`src/rtl/route_request_initiator.sv`:
```
// route_request_initiator
//
// Per-input-port initiator for the switch-control reservation protocol. It
// sits between the input flit buffer and the crossbar. For every packet it
// decodes the route field of the head flit, requests that output port, waits
// for the one-cycle grant pulse, streams flits while the switch holds the
// path, and after the tail flit pulses routeRelieve to free the output.
//
// Flit types (top two bits of a flit):
//   2'b01 HEAD, 2'b00 BODY, 2'b10 TAIL, 2'b11 HEAD_TAIL (single-flit packet)
//
// Ports:
//   clk                      clock
//   rst                      asynchronous reset, active low
//   in_flit / in_valid       flit from the input buffer
//   in_ready                 flit consumed when in_valid & in_ready
//   out_flit / out_valid     flit towards the crossbar input
//   out_ready                downstream can accept
//   routeReserveRequestValid reservation request active
//   routeReserveRequest      requested output port
//   routeReserveStatus       one-cycle grant pulse from switch control
//   PortReserved             path currently held by switch control
//   routeRelieve             one-cycle path release
//   protocol_error           sticky framing-error flag
//
// Optional build macro ROUTE_STATS_EN adds two saturating statistics outputs:
//   pkt_count   [15:0]  packets relieved
//   wait_cycles [15:0]  cycles spent waiting for a grant
module route_request_initiator #(
  parameter int DATA_WIDTH    = 8,
  parameter int REQUEST_WIDTH = 2,
  parameter int MAX_FLITS     = 16
) (
  input  logic                     clk,
  input  logic                     rst,
  input  logic [DATA_WIDTH-1:0]    in_flit,
  input  logic                     in_valid,
  output logic                     in_ready,
  output logic [DATA_WIDTH-1:0]    out_flit,
  output logic                     out_valid,
  input  logic                     out_ready,
  output logic                     routeReserveRequestValid,
  output logic [REQUEST_WIDTH-1:0] routeReserveRequest,
  input  logic                     routeReserveStatus,
  input  logic                     PortReserved,
  output logic                     routeRelieve,
  output logic                     protocol_error
`ifdef ROUTE_STATS_EN
  ,
  output logic [15:0]              pkt_count,
  output logic [15:0]              wait_cycles
`endif
);

  localparam int CountWidth = $clog2(MAX_FLITS + 1);
  localparam logic [CountWidth-1:0] MaxCount = CountWidth'(MAX_FLITS);
  localparam logic [1:0] TypeHead = 2'b01;

  typedef enum logic [1:0] {
    Idle,
    WaitGrant,
    Stream,
    Relieve
  } stateType;

  stateType                 state, stateNext;
  logic [REQUEST_WIDTH-1:0] routeQ, routeNext;
  logic [CountWidth-1:0]    flitCount, flitCountNext;
  logic                     errorQ, errorNext;
  logic [1:0]               flitType;
  logic                     transfer;

  // Type encoding: bit 0 set means the flit opens a packet (HEAD, HEAD_TAIL),
  // bit 1 set means it closes one (TAIL, HEAD_TAIL).
  assign flitType       = in_flit[DATA_WIDTH-1 -: 2];
  assign protocol_error = errorQ;

  always_ff @(posedge clk or negedge rst) begin
    if (!rst) begin
      state     <= Idle;
      routeQ    <= '0;
      flitCount <= '0;
      errorQ    <= 1'b0;
    end else begin
      state     <= stateNext;
      routeQ    <= routeNext;
      flitCount <= flitCountNext;
      errorQ    <= errorNext;
    end
  end

  always_comb begin
    stateNext                = state;
    routeNext                = routeQ;
    flitCountNext            = flitCount;
    errorNext                = errorQ;
    in_ready                 = 1'b0;
    out_flit                 = '0;
    out_valid                = 1'b0;
    routeReserveRequestValid = 1'b0;
    routeReserveRequest      = '0;
    routeRelieve             = 1'b0;
    transfer                 = 1'b0;

    case (state)
      Idle: begin
        if (in_valid) begin
          if (flitType[0]) begin
            // Head stays in the buffer; it is forwarded once the path is held.
            routeNext = in_flit[REQUEST_WIDTH-1:0];
            stateNext = WaitGrant;
          end else begin
            // Orphan body/tail: drain it so the buffer cannot lock up. Gated
            // by rst so every output reads 0 while reset is held.
            in_ready  = rst;
            errorNext = 1'b1;
          end
        end
      end

      WaitGrant: begin
        routeReserveRequestValid = 1'b1;
        routeReserveRequest      = routeQ;
        if (routeReserveStatus) begin
          stateNext = Stream;
        end
      end

      Stream: begin
        routeReserveRequestValid = 1'b1;
        routeReserveRequest      = routeQ;
        out_flit                 = in_flit;
        out_valid                = in_valid & PortReserved;
        in_ready                 = out_ready & PortReserved;
        transfer                 = in_valid & in_ready;
        if (transfer) begin
          flitCountNext = flitCount + CountWidth'(1);
          // flitCount is zero only for the packet's own head flit.
          if (flitType == TypeHead && flitCount != '0) begin
            errorNext = 1'b1;
          end
          if (flitType[1]) begin
            stateNext = Relieve;
          end else if (flitCountNext == MaxCount) begin
            // Oversized packet: cut it here and release the output.
            errorNext = 1'b1;
            stateNext = Relieve;
          end
        end
      end

      Relieve: begin
        routeRelieve  = 1'b1;
        flitCountNext = '0;
        stateNext     = Idle;
      end

      default: begin
        stateNext = Idle;
      end
    endcase
  end

`ifdef ROUTE_STATS_EN
  logic [15:0] pktCountQ;
  logic [15:0] waitCyclesQ;

  always_ff @(posedge clk or negedge rst) begin
    if (!rst) begin
      pktCountQ   <= '0;
      waitCyclesQ <= '0;
    end else begin
      if (stateNext == Relieve && state != Relieve && pktCountQ != 16'hFFFF) begin
        pktCountQ <= pktCountQ + 16'd1;
      end
      if (state == WaitGrant && waitCyclesQ != 16'hFFFF) begin
        waitCyclesQ <= waitCyclesQ + 16'd1;
      end
    end
  end

  assign pkt_count   = pktCountQ;
  assign wait_cycles = waitCyclesQ;
`endif

endmodule

```
`config.mk`:
```
export PLATFORM = sky130hd
export DESIGN_NAME = route_request_initiator
export DESIGN_NICKNAME = d
export VERILOG_FILES = /design/src/rtl/route_request_initiator.sv
export SDC_FILE = /design/constraint.sdc
export NUM_CORES = 1
export LEC_CHECK = 0
export ABC_AREA = 1
export BUFFER_PORTS_ARGS = -buffer_cell sky130_fd_sc_hd__buf_2
export CAP_MARGIN = 0
export CELL_PAD_IN_SITES_DETAIL_PLACEMENT = 1
export CELL_PAD_IN_SITES_GLOBAL_PLACEMENT = 2
export CORE_MARGIN = 5
export CORE_UTILIZATION = 26
export DETAILED_ROUTE_END_ITERATION = 12
export HOLD_SLACK_MARGIN = 0.12
export PLACE_DENSITY_LB_ADDON = 0.1
export SYNTH_ARGS = -nofsm -noshare
export SYNTH_HDL_FRONTEND = slang
export SYNTH_SLANG_ARGS = --single-unit
```
`constraint.sdc`:
```
create_clock -name clk -period 2.6 [get_ports clk]
set_input_delay 0.26 -clock clk [delete_from_list [all_inputs] [get_ports clk]]
set_output_delay 0.26 -clock clk [all_outputs]
set_load 0.05 [all_outputs]
```
---- After elaboration in Yosys (flattened, before gate mapping) ----
Index checks and enable logic that the tools add are counted.
storage, ports and cells
  output and inout port bits .............. 15
  bits in registers ....................... 10
  input port bits ......................... 14
  logic and storage cells ................. 53
operators by class
  add/sub/neg operators ................... 1
  reductions and logical operators ........ 10
  eq/ne operators ......................... 11
  bitwise logic cells ..................... 3
  multiplexer cells ....................... 24
operators by type and width
  cell                                                                   count
  2-bit 2-to-1 mux                                                       7
  1-bit 2-to-1 mux                                                       11
  2-bit != test, second input constant                                   5
  5-bit case mux with 2 select lines                                     1
  8-bit 2-to-1 mux                                                       1
  2-bit case mux with 4 select lines                                     1
  5-bit by 1-bit adder with 5-bit output, second input constant          1
  5-bit equality test, second input constant                             1
  5-bit 2-to-1 mux                                                       1
  5-bit AND reduction                                                    1
  5-bit nonzero test                                                     1
  2-bit by 1-bit equality test with 1-bit output, second input constant  2
  2-bit equality test, second input constant                             2
  1-bit case mux with 2 select lines                                     2
  4-bit AND reduction                                                    1
  2-bit nonzero test                                                     2
  1-bit AND                                                              3
  3-bit != test, second input constant                                   1
  3-bit AND reduction                                                    1
  2-bit zero test                                                        1
  2-bit AND reduction                                                    1
  2-bit OR reduction                                                     1
  1-bit logical AND                                                      1

---- Depth between registers and ports, before layout ----
Gate-level depths: netlist of run 1.
  depth in word-level cells ............... 7
  depth in mapped cells ................... 9
  depth with buffers taken out ............ 9

---- Worst setup path before layout of run 1 ----
Ideal clock, no wire load.
  path type ............................... register to output
  start ................................... reg state[0]
  end ..................................... out in_ready
  path buffers ............................ 0
  data arrival time ....................... 1.982 ns
  required time ........................... 2.340 ns
  stages on the path, launching flop included .. 6
  path slack .............................. 0.358 ns
  cells stage by stage .................... dfrtp_1 -> inv_1 -> ha_1 -> inv_1 -> or2_0 -> o21ai_0
between the ends
  longest elaborated chain between the ends .. 2
  elaborated cells between the ends (all ways) .. 3
  classes of those cells .................. eq/ne (1); mux (1); reduce/logical (1)
ends and longest elaborated chain
  what                                                    line  text
  start: declaration                                      66    stateType state, stateNext;
  start signal: assignment                                80    state <= Idle;
  start signal: assignment                                85    state <= stateNext;
  2-bit equality test or 2-bit zero test (tied branches)  105   case (state)
  1-bit case mux with 2 select lines *                    105
  end: declaration                                        38    output logic in_ready,
Mark *: on every way between the ends. The rest lies on a longest branch, timed or not.

---- Worst setup path in the final report of run 1 ----
  start ................................... reg state[0]
  end ..................................... out out_valid
between the ends
  longest elaborated chain between the ends .. 2
ends and longest elaborated chain
  what                 line  text
  2-bit equality test  105
  1-bit 2-to-1 mux     105
  end: declaration     40    output logic out_valid,
Every way passes these cells.

==> impl_metrics.ini, run 1 <==
[timing]
max_clock_freq_mhz = 492
setup_violations = 0
worst_slew_margin_rel_pct = 70.7
final_period_minus_worst_setup_slack_ps = 2030
grt_setup_unrepaired = no
fin_setup_tns_ps = 0
timing_hold_violations_final = 0
fin_clk_skew_ps = 1.43
finalMaxSlewViolations = 0
fin_hold_ws_ps = 249
tightestPinTransition_ps = 440
postLayoutSetupSlackWorst_ps = 568
final_clock_period_utilization_by_the_worst_path_pct = 78.1

[critical_path]
crit_path_end_kind = primary output
ff2ff_path_depth = 6
r2r_slack_ps = 850
worst-endpoint-required_ps = 2340
cells_along_the_critical_path = inv_1 > ha_1 > inv_1 > nor2_1 > buf_2
critPathSlowestCell = sky130_fd_sc_hd__ha_1
cpMostUsedCell = sky130_fd_sc_hd__inv_1
worstSetupPathType = reg2out
timing.rr.start = state[0]$_DFFE_PN0P_
cp.arrival_ps = 1770
worst-path-max-fanout = 13
timing.rr.end = flitCount[3]$_DFFE_PN0P_
cp_slowest_stage_delay_ps = 430
worst_setup_path_start_kind = register
critPathLaunch = state[0]$_DFFE_PN0P_

[clock_tree]
cts.reportedPaths.clkPinSlew_ps = 60
clock_sinks = 10
cts_inserted_buffers = 3
clock_insertion_delay_worst_skew_ps = 260
cts.htree.levels = 1
cts_buffer_depth = 2
cts.root.buffer_cell = sky130_fd_sc_hd__clkbuf_4
tritoncts = built
post_cts_setup_buffer_count = 0

[run]
cap_violations = 0

[global_routing]
pin_count_of_the_biggest_net_entering_global_routing = 14
number_of_antenna_violations_at_the_first_check_in_global_routing = 0
vias_in_the_first_global_route = 848
grt_use_total_pct = 11.2
global_route_wire_length_before_repair_microns = 3550
grt_overflow = 0

[finish]
num_antenna_cells = 0
instances_no_fill = 168
ratio_of_cells_with_drive_above_1_in_the_final_layout_pct = 25.5
final.fill_count = 368
nNetsFinal = 159
area_growth_syn_to_layout_pct = 28.4

[logic_synthesis]
synth-edff-count = 0
synthFlopType = sky130_fd_sc_hd__dfrtp_1
synth-async-reset-ratio_pct = 100
yosysTopAreaCell = sky130_fd_sc_hd__dfrtp_1
synth_sequential_area_ratio_pct = 34.5
synth.top_cells.by_area = sky130_fd_sc_hd__dfrtp_1, sky130_fd_sc_hd__nand2_1, sky130_fd_sc_hd__inv_1
total_of_flip_flops_plus_latches_after_synthesis = 10
synth_largest_type_area_fraction_pct = 34.5
synth_adder_area_share_pct = 10.3
postSynthCellCount = 106
post_synth_and_or_nand_nor_area_fraction_pct = 30.7
synth_top_family_by_area = simple AND/OR/NAND/NOR gates
post_synth_instance_area_sq_um = 726
synth-compound-area-share_pct = 7.76
yosys_warning_count = 0
netlist_cell_types = 17
synth_xor_area_share_pct = 0
synthMuxAreaShare_pct = 3.10
synthesis.area_per_instance_sq_um = 6.85
syn_nets = 126

[floorplan]
die_area_sq_mm = 0.00395
fp.coreArea_sq_mm = 0.00271
fp-row-count = 19
boundaryPins = 29
dieWidth_microns = 62.8
die_h_microns = 62.8
initial_core_util_pct = 26.8

[hold_path]
hold_depth = 2
worst_hold_path_type = in2reg
min_delay_worst_endpoint = routeQ[1]$_DFFE_PN0P_
holdCritStartpoint = in_flit[1]

[pwr]
power_per_cell_area_mw_per_mm2 = 1210
power.leakage_nw = 0.587
cellInternalPower_uw = 472
seq_power_share_pct = 22.9
share_comb_of_total_power_pct = 67.8
clock_power_share_pct = 9.4
ir_drop_uv = 1050
p_switching_uw = 660
netSwitchingFraction_pct = 58.3

[drt]
drt-pass1-iter-count = 4
post_drt_wl_per_cell_microns = 11.9
vias_per_cell = 4.43
detailedRoute.firstIterationViolations = 23
drt-total-wl_microns = 2000
remaining_drc_errors = 0
vias = 745
antenna_left = 0

[place]
port-buffer-count = 28
post-place-cells = 164
place.gp.congestion = 0.714
worst_slack_at_placement_ps = 838
hpwlAfterDp_microns = 1710

[status]
status = complete, no violations
==> metrics by stage <==
stage | total power, mW | utilization, % | instance area, sq um
2_1_floorplan | 0.864 | - | 726
3_3_place_gp | 1.03 | 33.2 | 900
3_5_place_dp | 1.04 | 33.2 | 900
4_1_cts | 1.16 | 34.4 | 932
5_1_grt | 1.24 | 34.4 | 932
6_report | 1.13 | 34.4 | 932
==> per-layer routing <==
layer  up-vias  global-route usage (%)  share of wire (%)
met5         -                       0                  0
met3         4                    4.32                5.8
met1       335                    12.4                 44
li1        391                       -                  -
met4         0                    3.98                1.5
met2        15                    19.2                 48
==> final cells by class <==
cell class                 count  area (sq um)  area share (%)
timing repair buffer          29           150            16.1
inverter                      25          93.8            10.1
sequential                    10           250            26.8
clock buffer                   3          22.5            2.42
tap                           31          38.8            4.16
multi-input combinational     70           377            40.4
==> placed cells by master, fill, tap and decap left out, drive strengths merged <==
cell type    instances
a21oi                1
a22oi                1
buf                 28
clkbuf               3
dfrtp               10
dlygate4sd3          1
ha                   6
inv                 25
mux2                 2
nand2               32
nand3               10
nand4                3
nor2                 4
nor3                 2
o21a                 1
o21ai                7
or2                  1
==> sequential cells by signal, summed over array words and instances (netlist names) <==
signal,cells
routeQ,2
flitCount,5
state,2
protocol_error,1
==> synth_stat cells (all sizes together), types with 2 or more instances <==
cell / number
nor3: 2
o21ai: 7
inv: 25
ha: 6
dfrtp: 10
mux2: 2
nand3: 10
nand4: 3
nor2: 4
nand2: 32
==> power by group through the flow <==
| stage | clock network (mW) | registers [mW] | logic [mW] |
|---|---|---|---|
| 2_1_floorplan | 0 | 0.249 | 0.615 |
| 3_3_place_gp | 0 | 0.261 | 0.774 |
| 3_5_place_dp | 0 | 0.263 | 0.778 |
| 4_1_cts | 0.117 | 0.260 | 0.781 |
| 5_1_grt | 0.124 | 0.269 | 0.852 |
| 6_report | 0.106 | 0.259 | 0.767 |
==> worst max-delay path: cells and delay by family, from the launching register on <==
kind | cells | cell delay, ps
flip-flops | 1 | 410
AND/OR/NAND/NOR | 1 | 140
buffers and inverters | 3 | 520
adder cells (fa/ha/maj) | 1 | 430
==> how the worst max path moves through the flow <==
| stage | depth (start not counted) | to |
|---|---|---|
| final | 5 | out_valid |
| after detailed placement | 5 | out_valid |
| after global routing | 5 | out_valid |
| after floorplan | 5 | in_ready |
| after CTS | 5 | out_valid |
| after global placement | 5 | out_valid |
==> cells by family (layout without fill, tap and decap cells) <==
kind of cell | Yosys count | after routing
buf+inv | 26 | 57
mux | 2 | 2
flops | 10 | 10
compound gates | 10 | 10
simple gates | 52 | 52
fa+ha+maj | 6 | 6
==> repair_timing <==
action	4_1_cts	5_1_grt
setup endpoints to repair	0	0
hold buffers	1	0
endpoints found under the hold margin	10	0
resized for setup	0	0
Power figures use the tool's default switching activity.
==> inputs of run 2 (changes only) <==
CORE_UTILIZATION = 21   (was 26)
clock period = 1.6 ns   (was 2.6 ns; I/O delays follow)
==> run 2 against run 1 <==
Compared with the run above:
- the run now ends with negative setup slack left
- clock skew up 8.6 ps
- cell count up 18%
- largest cell class unchanged
- global-route usage up 0.28 points
- critical path type unchanged
- core utilization up 1.4 points
- clock power up 120%
- register-to-register slack worse by 790 ps
- non-clock buffer count up 15
- flip-flop and latch count unchanged
- highest routed layer unchanged
- clock-buffer cell count up 1
==> impl_metrics.ini, run 2 (same netlist as run 1, synthesis figures left out) <==
[status]
status = finished, violations left
failed_checks = negative setup slack

[timing]
worst_slew_margin_rel_pct = 82.8
final_period_minus_worst_setup_slack_ps = 1610
postLayoutSetupSlackWorst_ps = -11.0
tightestPinTransition_ps = 257
finalMaxSlewViolations = 0
timing_hold_violations_final = 0
grt_setup_unrepaired = yes
setup_violations = 1
max_clock_freq_mhz = 621
fin_clk_skew_ps = 10.1
final_clock_period_utilization_by_the_worst_path_pct = 101

[pwr]
p_switching_mw = 1.23
ir_drop_uv = 580
seq_power_share_pct = 17.2
netSwitchingFraction_pct = 51.4
cellInternalPower_mw = 1.17
clock_power_share_pct = 9.8
power_per_cell_area_mw_per_mm2 = 2010
power.leakage_nw = 0.680
share_comb_of_total_power_pct = 73.0

[finish]
postLayoutCellArea_sq_mm = 0.00119
top_regs = flitCount: 5 flops, routeQ: 2 flops, state: 2 flops
final_common_cell = sky130_fd_sc_hd__nand2_1
largest_register_ffs = 5
final-seq-area_sq_um = 250
nNetsFinal = 174
ratio_of_cells_with_drive_above_1_in_the_final_layout_pct = 42.5
instances_no_fill = 199
final.fill_count = 426
area_of_the_multi_input_gates_sq_um = 430
most-common-layout-cells = sky130_fd_sc_hd__nand2_1, sky130_fd_sc_hd__inv_1, sky130_fd_sc_hd__buf_2, sky130_fd_sc_hd__buf_4
regMostFlops = flitCount
area_growth_syn_to_layout_pct = 64.7
num_antenna_cells = 0

[critical_path]
worst-endpoint-required_ps = 1440
timing.rr.start = state[1]$_DFFE_PN0P_
crit_path_end_kind = primary output
worstSetupPathType = reg2out
critPathLaunch = state[0]$_DFFE_PN0P_
critPathSlowestCell = sky130_fd_sc_hd__dfrtp_1
worst-path-max-fanout = 2
cp.arrival_ps = 1450
cp_slowest_stage_delay_ps = 390
cells_along_the_critical_path = inv_2 > ha_4 > inv_2 > or2_4 > o21ai_2 > buf_6
cpMostUsedCell = sky130_fd_sc_hd__inv_2
worst_setup_path_start_kind = register

[clock_tree]
cts.root.buffer_cell = sky130_fd_sc_hd__clkbuf_4
cts.htree.levels = 1
clock_insertion_delay_worst_skew_ps = 270
clock_sinks = 10
cts_inserted_buffers = 3
cts_buffer_depth = 2
tritoncts = built
cts.reportedPaths.clkPinSlew_ps = 70

[global_routing]
pin_count_of_the_biggest_net_entering_global_routing = 11
vias_in_the_first_global_route = 900
grt_overflow = 0
number_of_antenna_violations_at_the_first_check_in_global_routing = 0
grt_use_total_pct = 11.5
global_route_wire_length_before_repair_microns = 3980

[floorplan]
dieWidth_microns = 68.8
die_area_sq_mm = 0.00473
initial_core_util_pct = 21.7
die_h_microns = 68.8
boundaryPins = 29
fp.coreArea_sq_mm = 0.00334
fp-row-count = 21

[place]
place.gp.congestion = 0.797
post-place-cells = 187
dpl_cell_area_sq_um = 982
hpwlAfterDp_microns = 2000
port-buffer-count = 28

[hold_path]
worst_hold_path_type = in2reg
holdCritStartpoint = in_flit[0]

[run]
cap_violations = 0

[drt]
vias_per_cell = 4.19
vias = 833
drt-pass1-iter-count = 4
detailedRoute.firstIterationViolations = 14
remaining_drc_errors = 0
antenna_left = 0
drt-total-wl_microns = 2450
post_drt_wl_per_cell_microns = 12.3
-- run 2: cell count changes in the layout (fill, tap and decap cells not counted), moves of 2 or more --
cell / delta
sky130_fd_sc_hd__nand2_2: +3
sky130_fd_sc_hd__buf_6: +9
sky130_fd_sc_hd__nand2_1: -3
sky130_fd_sc_hd__buf_2: -12
sky130_fd_sc_hd__ha_4: +2
sky130_fd_sc_hd__buf_4: +16
sky130_fd_sc_hd__clkbuf_4: +2
sky130_fd_sc_hd__ha_1: -3
sky130_fd_sc_hd__inv_1: -3
sky130_fd_sc_hd__nor3_2: +2
sky130_fd_sc_hd__inv_2: +3
sky130_fd_sc_hd__nor3_1: -2
-- run 2: layer usage --
layer  GRT usage, %  vias to the layer above  share of wire [%]
li1               -                      422                  -
met1           11.5                      386                 39
met2           22.2                       23                 52
met3           2.27                        2                7.9
met4           5.60                        0               0.73
met5              0                        -                  0
-- run 2: power by group through the flow --
stage               registers [mW]  logic [mW]  clock network (mW)
floorplan                    0.404        1.00                   0
global placement             0.413        1.40                   0
detailed placement           0.415        1.42                   0
CTS                          0.411        1.64               0.248
global route                 0.425        1.94               0.263
finish                       0.413        1.76               0.236
-- run 2: path summary, 6_finish.rpt --
path	to	slack, ps	cells after the start
setup / recovery	in_ready	-10	6
hold / removal	routeQ[0]$_DFFE_PN0P_	150	2
setup reg to reg	state[0]$_DFFE_PN0P_	60	9
hold reg to reg	protocol_error$_DFFE_PN0P_	470	2
max in group asynchronous	state[0]$_DFFE_PN0P_	1080	3
min in group asynchronous	protocol_error$_DFFE_PN0P_	360	3
-- run 2: through the flow --
stage	utilization, %	TNS, ps	hold WS, ps	worst slack, ps	power [mW]
3_5_place_dp	29.4	0	128	74.2	1.83
5_1_grt	35.8	-231	138	-114	2.62
3_3_place_gp	29.4	0	120	120	1.81
4_1_cts	33.6	-76.5	139	-76.5	2.30
6_report	35.8	-11.0	150	-11.0	2.40
2_1_floorplan	-	0	-136	0.726	1.41
-- run 2: worst max-delay path: cells and delay by family (launching register included) --
kind            cells  cell delay [ps]
flops               1              390
simple gates        1              220
compound gates      1              120
fa+ha+maj           1              150
buf+inv             3              310
-- run 2: cell type report --
type                       instances  area share [%]
multi-input combinational         70            36.0
timing repair buffer              44            27.3
sequential                        10            20.9
inverter                          25            7.85
tap                               46            4.82
clock buffer                       4            3.04
-- run 2: timing repair --
action / CTS / global route
resized for setup: 18 / 25
setup buffers: 6 / 2
pin swaps: 3 / 4
endpoints found under the hold margin: 10 / 0
endpoints found under the setup margin: 12 / 15
hold buffers: 1 / 0
==> inputs of run 3 (changes only) <==
ABC_AREA = not set   (was 1)
CORE_UTILIZATION = 24   (was 21)
==> run 3 against run 2 <==
Compared with the run above:
- the flow now finishes without violations
- critical path depth shrank 2
- sequential share of layout area decreased by 0.28 points
- cell area grew 1.4%
- core utilization increased by 3.9 points
- critical path type unchanged
- critical endpoint unchanged
==> impl_metrics.ini, run 3 <==
[timing]
tightestPinTransition_ps = 329
setup_violations = 0
final_clock_period_utilization_by_the_worst_path_pct = 98.8
worst_slew_margin_rel_pct = 77.8
max_clock_freq_mhz = 632
finalMaxSlewViolations = 0
final_period_minus_worst_setup_slack_ps = 1580
timing_hold_violations_final = 0
fin_hold_ws_ps = 139
grt_setup_unrepaired = yes
fin_clk_skew_ps = 5.18

[finish]
regMostFlops = flitCount
postLayoutCellArea_sq_mm = 0.00121
final-seq-area_sq_um = 250
nNetsFinal = 147
finish.utilization_pct = 39.7
area_of_the_multi_input_gates_sq_um = 541
top_regs = flitCount: 5 flops, routeQ: 2 flops, state: 2 flops
num_antenna_cells = 0
ratio_of_cells_with_drive_above_1_in_the_final_layout_pct = 48.4
final.fill_count = 369
area_growth_syn_to_layout_pct = 58.9
largest_register_ffs = 5
final_common_cell = sky130_fd_sc_hd__buf_2
instances_no_fill = 170
most-common-layout-cells = sky130_fd_sc_hd__buf_2, sky130_fd_sc_hd__dfrtp_1, sky130_fd_sc_hd__buf_4, sky130_fd_sc_hd__buf_6

[floorplan]
dieWidth_microns = 66.3
initial_core_util_pct = 25.0
die_h_microns = 66.3
fp.coreArea_sq_mm = 0.00305
die_area_sq_mm = 0.00440
fp-row-count = 20
boundaryPins = 29

[logic_synthesis]
synth-edff-count = 0
synth-async-reset-ratio_pct = 100
yosysTopAreaCell = sky130_fd_sc_hd__dfrtp_1
total_of_flip_flops_plus_latches_after_synthesis = 10
synthMuxAreaShare_pct = 2.96
synthFlopType = sky130_fd_sc_hd__dfrtp_1
ranking_of_synthesized_cells_by_instance_count = sky130_fd_sc_hd__and2_1, sky130_fd_sc_hd__dfrtp_1, sky130_fd_sc_hd__o21ai_1
postSynthCellCount = 87
synth-compound-area-share_pct = 21.7
synth_largest_type_area_fraction_pct = 32.8
syn_nets = 107
synth_top_family_by_area = simple AND/OR/NAND/NOR gates
netlist_cell_types = 35
post_synth_instance_area_sq_um = 762
synth_xor_area_share_pct = 0
synth.top_cells.by_area = sky130_fd_sc_hd__dfrtp_1, sky130_fd_sc_hd__ha_1, sky130_fd_sc_hd__and2_1
synth_sequential_area_ratio_pct = 32.8
synth_adder_area_share_pct = 9.85
synthesis.area_per_instance_sq_um = 8.76
post_synth_and_or_nand_nor_area_fraction_pct = 28.1
yosys_warning_count = 0

[drt]
antenna_left = 0
detailedRoute.firstIterationViolations = 21
remaining_drc_errors = 0
vias = 791
post_drt_wl_per_cell_microns = 15.0
vias_per_cell = 4.65
drt-pass1-iter-count = 4
drt-total-wl_microns = 2560

[critical_path]
worst-path-max-fanout = 6
worst_setup_path_start_kind = register
cpLargestDelayFamily = flip-flops
cells_along_the_critical_path = ha_4 > and3_1 > a41o_1 > buf_6
cp_slowest_stage_delay_ps = 430
critical_path.n_buffers_inverters = 1
critPathSlowestCell = sky130_fd_sc_hd__dfrtp_1
cp_num_cells = 4
cp.arrival_ps = 1420
worst-endpoint-required_ps = 1440
crit_path_end_kind = primary output
worstSetupPathType = reg2out
ff2ff_path_depth = 5

[pwr]
share_comb_of_total_power_pct = 73.3
netSwitchingFraction_pct = 50.4
p_switching_mw = 1.27
ir_drop_uv = 578
clock_power_share_pct = 9.0
seq_power_share_pct = 17.7
power_per_cell_area_mw_per_mm2 = 2070
totalPowerFinal_mw = 2.51
power.leakage_nw = 0.528
cellInternalPower_mw = 1.25

[clock_tree]
cts_buffer_depth = 2
clock_sinks = 10
tritoncts = built
cts.reportedPaths.clkPinSlew_ps = 70
cts.root.buffer_cell = sky130_fd_sc_hd__clkbuf_4
cts_inserted_buffers = 3
clock_insertion_delay_worst_skew_ps = 260
cts.htree.levels = 1

[global_routing]
grt_use_total_pct = 12.5
global_route_wire_length_before_repair_microns = 4200
vias_in_the_first_global_route = 855
number_of_antenna_violations_at_the_first_check_in_global_routing = 0
grt_overflow = 0
pin_count_of_the_biggest_net_entering_global_routing = 11

[place]
dpl_cell_area_sq_mm = 0.00101
place.gp.congestion = 0.740
hpwlAfterDp_microns = 2050
post-place-cells = 164
port-buffer-count = 28

[status]
status = complete, no violations

[hold_path]
hold_depth = 2
worst_hold_path_type = in2reg

[run]
cap_violations = 0
[run 3: timing repair]
item / CTS / global route
hold buffers: 1 / 0
pin swaps: 0 / 0
endpoints found under the setup margin: 15 / 14
resized for setup: 21 / 23
hold endpoints to repair: 10 / 0
setup buffers: 1 / 0
[run 3: cells by family after synthesis]
family          after synthesis
compound gates               24
buf+inv                       9
simple gates                 36
mux                           2
flops                        10
fa+ha+maj                     6
[run 3: per-layer routing]
metal | part of all wire (%) | track usage [%]
met2 | 50 | 21.8
met5 | 0 | 0
met1 | 44 | 15.4
met3 | 5.1 | 2.21
met4 | 0.47 | 3.81
[run 3: per-stage QoR]
step	setup TNS (ps)	setup slack [ps]
6_report	0	19.0
5_1_grt	-120	-35.0
4_1_cts	0	4.14
3_5_place_dp	-78.7	-78.7
3_3_place_gp	-19.2	-19.2
2_1_floorplan	0	1.50
[run 3: final cells by class]
type / count / area share [%]
inverter: 6 / 1.86
timing repair buffer: 38 / 25.3
sequential: 10 / 20.7
clock buffer: 4 / 3.00
multi-input combinational: 68 / 44.6
tap: 44 / 4.55
[run 3: path summary, 6_finish.rpt]
kind / start / to / slack, ps
setup / recovery: state[1]$_DFFE_PN0P_ / in_ready / 20
hold / removal: in_flit[1] / routeQ[1]$_DFFE_PN0P_ / 140
setup reg to reg: state[1]$_DFFE_PN0P_ / flitCount[3]$_DFFE_PN0P_ / 80
hold reg to reg: routeQ[1]$_DFFE_PN0P_ / routeQ[1]$_DFFE_PN0P_ / 510
max in group asynchronous: rst / state[0]$_DFFE_PN0P_ / 1070
min in group asynchronous: rst / flitCount[2]$_DFFE_PN0P_ / 380
[run 3: power by group through the flow]
stage / Clock [mW] / Combinational (mW) / Sequential, mW
after global placement: 0 / 1.52 / 0.439
after global routing: 0.254 / 1.97 / 0.462
after floorplan: 0 / 1.10 / 0.422
after CTS: 0.238 / 1.73 / 0.446
after detailed placement: 0 / 1.54 / 0.447
final: 0.226 / 1.84 / 0.445
